[config.mk]
export PLATFORM = sky130hd
export DESIGN_NAME = spike_row_tx
export DESIGN_NICKNAME = d
export VERILOG_FILES = /design/src/rtl/spike_row_tx.sv
export SDC_FILE = /design/constraint.sdc
export NUM_CORES = 1
export LEC_CHECK = 0
export BUFFER_PORTS_ARGS = -buffer_cell sky130_fd_sc_hd__buf_4
export CAP_MARGIN = 20
export CORE_MARGIN = 8
export CORE_UTILIZATION = 50
export CTS_BUF_LIST = sky130_fd_sc_hd__clkbuf_16
export CTS_CLUSTER_DIAMETER = 100
export CTS_CLUSTER_SIZE = 12
export DETAILED_ROUTE_END_ITERATION = 16
export PLACE_DENSITY = 0.79
export RECOVER_POWER = 50
export SLEW_MARGIN = 0
export SYNTH_ARGS = -nofsm -noshare
export SYNTH_HDL_FRONTEND = slang
export SYNTH_SLANG_ARGS = --single-unit
[constraint.sdc]
create_clock -name CLK -period 2.25 [get_ports CLK]
set_input_delay 0.225 -clock CLK [delete_from_list [all_inputs] [get_ports CLK]]
set_output_delay 0.225 -clock CLK [all_outputs]
set_load 0.02 [all_outputs]
[src/rtl/spike_row_tx.sv]
// Row-framing transmitter: wraps each upstream spike row in zero pads and streams it to the delay-line buffer.
// Define SPIKE_ROW_TX_FLUSH_EN to append DEPTH+1 zero flush words after the last row of a frame.

// state   | meaning
// IDLE    | waiting for START, config latched on START
// PAD_L   | emitting left pad zeros of the current row
// DATA    | accepting upstream words and forwarding them
// PAD_R   | emitting right pad zeros of the current row
// FLUSH   | emitting zero words to drain the delay line

module spike_row_tx #(
   parameter int WIDTH = 48,
   parameter int CW    = 9
) (
   input  logic             CLK,
   input  logic             RST,
   input  logic             START,
   input  logic [CW-1:0]    ROW_LEN,
   input  logic [CW-1:0]    NUM_ROWS,
   input  logic [1:0]       PAD,
   input  logic [CW-1:0]    DEPTH,
   input  logic             IN_VALID,
   input  logic [WIDTH-1:0] IN_D,
   output logic             IN_READY,
   output logic             OUT_VALID,
   output logic [WIDTH-1:0] OUT_D,
   output logic             BUSY,
   output logic             DONE
);

   localparam logic [2:0] S_IDLE  = 3'd0;
   localparam logic [2:0] S_PAD_L = 3'd1;
   localparam logic [2:0] S_DATA  = 3'd2;
   localparam logic [2:0] S_PAD_R = 3'd3;
`ifdef SPIKE_ROW_TX_FLUSH_EN
   localparam logic [2:0] S_FLUSH = 3'd4;
`endif

   localparam logic [CW-1:0] CNT_ONE = {{(CW-1){1'b0}}, 1'b1};

   logic [2:0]    state;
   logic [CW-1:0] row_len_q;
   logic [CW-1:0] num_rows_q;
   logic [1:0]    pad_q;
   logic [CW-1:0] col_cnt;
   logic [CW-1:0] row_cnt;
   logic [1:0]    pad_cnt;

`ifdef SPIKE_ROW_TX_FLUSH_EN
   logic [CW-1:0] depth_q;
   logic [CW-1:0] flush_cnt;
`else
   logic          unused_depth;
   assign unused_depth = ^DEPTH;
`endif

   logic          col_last;
   logic          row_last;
   logic          pad_last;
   logic [2:0]    row_start_state;
   logic [2:0]    row_end_state;
   logic          row_end_done;

   assign IN_READY = (state == S_DATA);
   assign BUSY     = (state != S_IDLE);

   assign col_last = (col_cnt == row_len_q);
   assign row_last = (row_cnt == num_rows_q);
   // Only evaluated in PAD_L/PAD_R, where pad_q is non-zero.
   assign pad_last = (pad_cnt == (pad_q - 2'd1));

   always_comb begin
      row_start_state = (pad_q != 2'd0) ? S_PAD_L : S_DATA;
      row_end_state   = row_start_state;
      row_end_done    = 1'b0;
      if (row_last) begin
`ifdef SPIKE_ROW_TX_FLUSH_EN
         row_end_state = S_FLUSH;
         row_end_done  = 1'b0;
`else
         row_end_state = S_IDLE;
         row_end_done  = 1'b1;
`endif
      end
   end

   always_ff @(posedge CLK) begin
      if (RST) begin
         state      <= S_IDLE;
         row_len_q  <= '0;
         num_rows_q <= '0;
         pad_q      <= '0;
         col_cnt    <= '0;
         row_cnt    <= '0;
         pad_cnt    <= '0;
         OUT_VALID  <= 1'b0;
         OUT_D      <= '0;
         DONE       <= 1'b0;
`ifdef SPIKE_ROW_TX_FLUSH_EN
         depth_q    <= '0;
         flush_cnt  <= '0;
`endif
      end else begin
         OUT_VALID <= 1'b0;
         DONE      <= 1'b0;
         case (state)
            S_IDLE: begin
               if (START) begin
                  row_len_q  <= ROW_LEN;
                  num_rows_q <= NUM_ROWS;
                  pad_q      <= PAD;
                  col_cnt    <= '0;
                  row_cnt    <= '0;
                  pad_cnt    <= '0;
`ifdef SPIKE_ROW_TX_FLUSH_EN
                  depth_q    <= DEPTH;
                  flush_cnt  <= '0;
`endif
                  state      <= (PAD != 2'd0) ? S_PAD_L : S_DATA;
               end
            end

            S_PAD_L: begin
               OUT_VALID <= 1'b1;
               OUT_D     <= '0;
               if (pad_last) begin
                  pad_cnt <= '0;
                  state   <= S_DATA;
               end else begin
                  pad_cnt <= pad_cnt + 2'd1;
               end
            end

            S_DATA: begin
               if (IN_VALID && IN_READY) begin
                  OUT_VALID <= 1'b1;
                  OUT_D     <= IN_D;
                  if (col_last) begin
                     col_cnt <= '0;
                     if (pad_q != 2'd0) begin
                        state <= S_PAD_R;
                     end else begin
                        state <= row_end_state;
                        DONE  <= row_end_done;
                        if (!row_last) row_cnt <= row_cnt + CNT_ONE;
                     end
                  end else begin
                     col_cnt <= col_cnt + CNT_ONE;
                  end
               end
            end

            S_PAD_R: begin
               OUT_VALID <= 1'b1;
               OUT_D     <= '0;
               if (pad_last) begin
                  pad_cnt <= '0;
                  state   <= row_end_state;
                  DONE    <= row_end_done;
                  if (!row_last) row_cnt <= row_cnt + CNT_ONE;
               end else begin
                  pad_cnt <= pad_cnt + 2'd1;
               end
            end

`ifdef SPIKE_ROW_TX_FLUSH_EN
            S_FLUSH: begin
               OUT_VALID <= 1'b1;
               OUT_D     <= '0;
               if (flush_cnt == depth_q) begin
                  flush_cnt <= '0;
                  state     <= S_IDLE;
                  DONE      <= 1'b1;
               end else begin
                  flush_cnt <= flush_cnt + CNT_ONE;
               end
            end
`endif

            default: state <= S_IDLE;
         endcase
      end
   end

endmodule

==> flow_summary.ini <==
[sta]
slew_headroom = 0.353
fmax_mhz = 468
period_needed_ps = 2140
report.final.slew_viol_count = 0
worst_pin_slew_ps = 970
finalHoldViolCount = 0
setup_violations = 0
finalCritPeriodShare = 0.950
finClkSkew_ps = 4.73

[clock_network]
cts_buffer_depth = 2
cts_tree = built
htree_levels = 3
post_cts_buffers = 0
clkSinkCount = 92
postCtsHoldBufs = 0
path_clk_slew_ps = 70
cts-root-buf = clkbuf_16
cts_inserted_buffers = 9
clock_latency_ps = 340

[die]
chipWidth_um = 103
die-area_sq_um = 10700
die_h_um = 103
start_util = 0.503
rows = 32
core_area_sq_um = 7570
boundaryPins = 133

[worst_setup_path]
crit_type = reg2reg
r2r_slack_ps = 110
crit_arrival_ps = 2400
crit_required_ps = 2510
r2r_cells = 8
path_max_fanout = 14
cp-end-kind = flip-flop
start_kind = flip-flop

[synth]
avgSynthCellArea_sq_um = 8.67
syn-cell-area_sq_um = 3800
yosysUniqueCellTypes = 46
yosysWarnings = 0
synth-edff-count = 0
ys.flop_type = dfxtp_1
synth_nets = 523
synth_cells = 439
ys_async_sr_fraction = 0
synth-seq-cells = 92
seq_area_frac_synth = 0.484

[placed_design]
place_area_sq_um = 4850
dpl.hpwl_um = 7690
place_congestion = 0.868
io_buffers = 123

[layout]
nets = 637
fillerInstances = 658
n_antenna_cell = 0
stdcell_area_sq_um = 4940
drive_above_1_share = 0.192
area_delta_synth_final_pct = 30.0

[global_routing]
grt.busiest_layer = met2
grt_pass1_vias = 3626
grt_usage = 0.208
antenna_found_initial = 0
grt_max_degree = 64
grt_use_met3 = 0.101
grt_first_pass_wirelength_um = 17500
grt-ovfl-total = 0
grt_use_met2 = 0.326
grt_use_met1 = 0.242

[power_and_ir_drop]
p_leak_nw = 1.96
p_per_area_nw_per_um2 = 935
vdd_drop_max_uv = 603
power.total_mw = 4.62

[route]
routedWlPerCell_um = 16.3
routed_wl_um = 10800
viasPerCell = 5.50
drt_pre_antenna_iters = 5
drt_iter0_markers = 197
route.detailed.drc = 0
vias = 3633
ant_nets = 0

[outcome]
status = finished, final reports clean

[worst_hold_path]
holdCritPathClass = in2reg
hold-path-cell-count = 3

[flow_run]
drv_cap = 0
[synth_stat cells, types with 2 or more instances]
cell      number  area share
a311o_1        6       0.016
nand4b_1       2      0.0046
inv_1          5      0.0049
nand4_1        7       0.012
a31oi_1        4      0.0066
a211oi_1       2      0.0039
and3_1         5      0.0082
xnor2_1       11       0.025
nand3_1        5      0.0066
nand2_1       56       0.055
or3_1          3      0.0049
buf_2          2      0.0026
nor3_1         4      0.0053
a22oi_1       48       0.095
a21oi_1       30       0.039
nor2_1        68       0.067
a311oi_1       2      0.0046
clkbuf_1      27       0.027
o21ai_1        3      0.0039
xor2_1        16       0.037
and3_2         2      0.0039
nand2b_1       4      0.0066
ha_1           3      0.0099
or4_1          2      0.0039
dfxtp_1       92        0.48
nor4_1         6      0.0099
and2_1         4      0.0066
o31ai_1        2      0.0039
[per-layer routing]
| metal | share of wire | up-vias | wire length, um |
|---|---|---|---|
| met5 | 0 | - | 0 |
| met4 | 0.020 | 0 | 211 |
| met3 | 0.13 | 29 | 1360 |
| met2 | 0.46 | 168 | 4910 |
| met1 | 0.40 | 1660 | 4290 |
| li1 | - | 1776 | - |
[critical path, cell delays in order (launching register included)]
cell and delay (ps):
dfxtp_1 360, inv_1 60, ha_1 300, xnor2_1 160, o21ai_2 210, o21ai_1 120
buf_4 210, or4_1 510, a21oi_1 140
[path summary, 6_finish.rpt]
kind                  from    endpoint
hold reg to reg   pad_q[1]    pad_q[1]
setup / recovery  pad_q[0]  row_cnt[1]
hold / removal     IN_D[4]    OUT_D[4]
setup reg to reg  pad_q[0]  row_cnt[1]
[layout make-up]
class	count	area, sq um	share of cell area
well taps	102	128	0.0258
repair buffers	134	825	0.167
flip-flops and latches	92	1840	0.372
clock inverters	7	68.8	0.0139
clock buffers	9	225	0.0455
inverters	6	22.5	0.00455
multi-input cells	310	1830	0.371
[cells in the final DEF (no fill, tap or decap), drive strengths merged, types with 6 or more instances in the layout]
| cell type | instances |
|---|---|
| xnor2 | 11 |
| nor4 | 7 |
| xor2 | 16 |
| buf | 82 |
| dfxtp | 92 |
| a22oi | 48 |
| inv | 6 |
| nand2 | 56 |
| a21oi | 30 |
| a311o | 6 |
| clkbuf | 61 |
| and3 | 7 |
| nand4 | 7 |
| nor2 | 68 |
[stage by stage]
stage               worst slack (ps)  hold slack [ps]   util  setup TNS (ps)  instances
CTS                             45.8              128  0.680               0        660
floorplan                        177              361      -               0        439
global placement                99.9              446  0.641               0        644
detailed placement              69.8              461  0.641               0        644
global route                   -31.7              127  0.653           -42.7        660
finish                           113              133  0.653               0        660
[state kept, by name, summed over array words and instances (netlist names)]
name        cells
col_cnt         9
row_cnt         9
row_len_q       9
pad_q           2
state           2
DONE            1
OUT_D          48
OUT_VALID       1
num_rows_q      9
pad_cnt         2
[cells by family (layout without fill, tap and decap cells)]
group	count (synthesis)	after routing	share of synthesized area
AOI/OAI and AO/OA	105	105	0.192
adders and majority gates	3	3	0.00987
buffers and inverters	37	156	0.0391
DFF	92	92	0.484
and+or+nand+nor	174	174	0.210
muxes	1	1	0.00296
xor gates and xnor gates	27	27	0.0621
[what timing repair did]
item | 4_1_cts | 5_1_grt
setup endpoints to repair | 0 | 8
hold endpoints to repair | 0 | 0
resized for setup | 0 | 2
[power by group]
part           switching [mW]  internal (mW)  total [mW]  leakage, nW
clock network           0.628          0.857        1.48        0.147
logic                   0.816          0.466        1.28         1.07
registers              0.0923           1.76        1.86        0.746
Power figures use the tool's default switching activity.
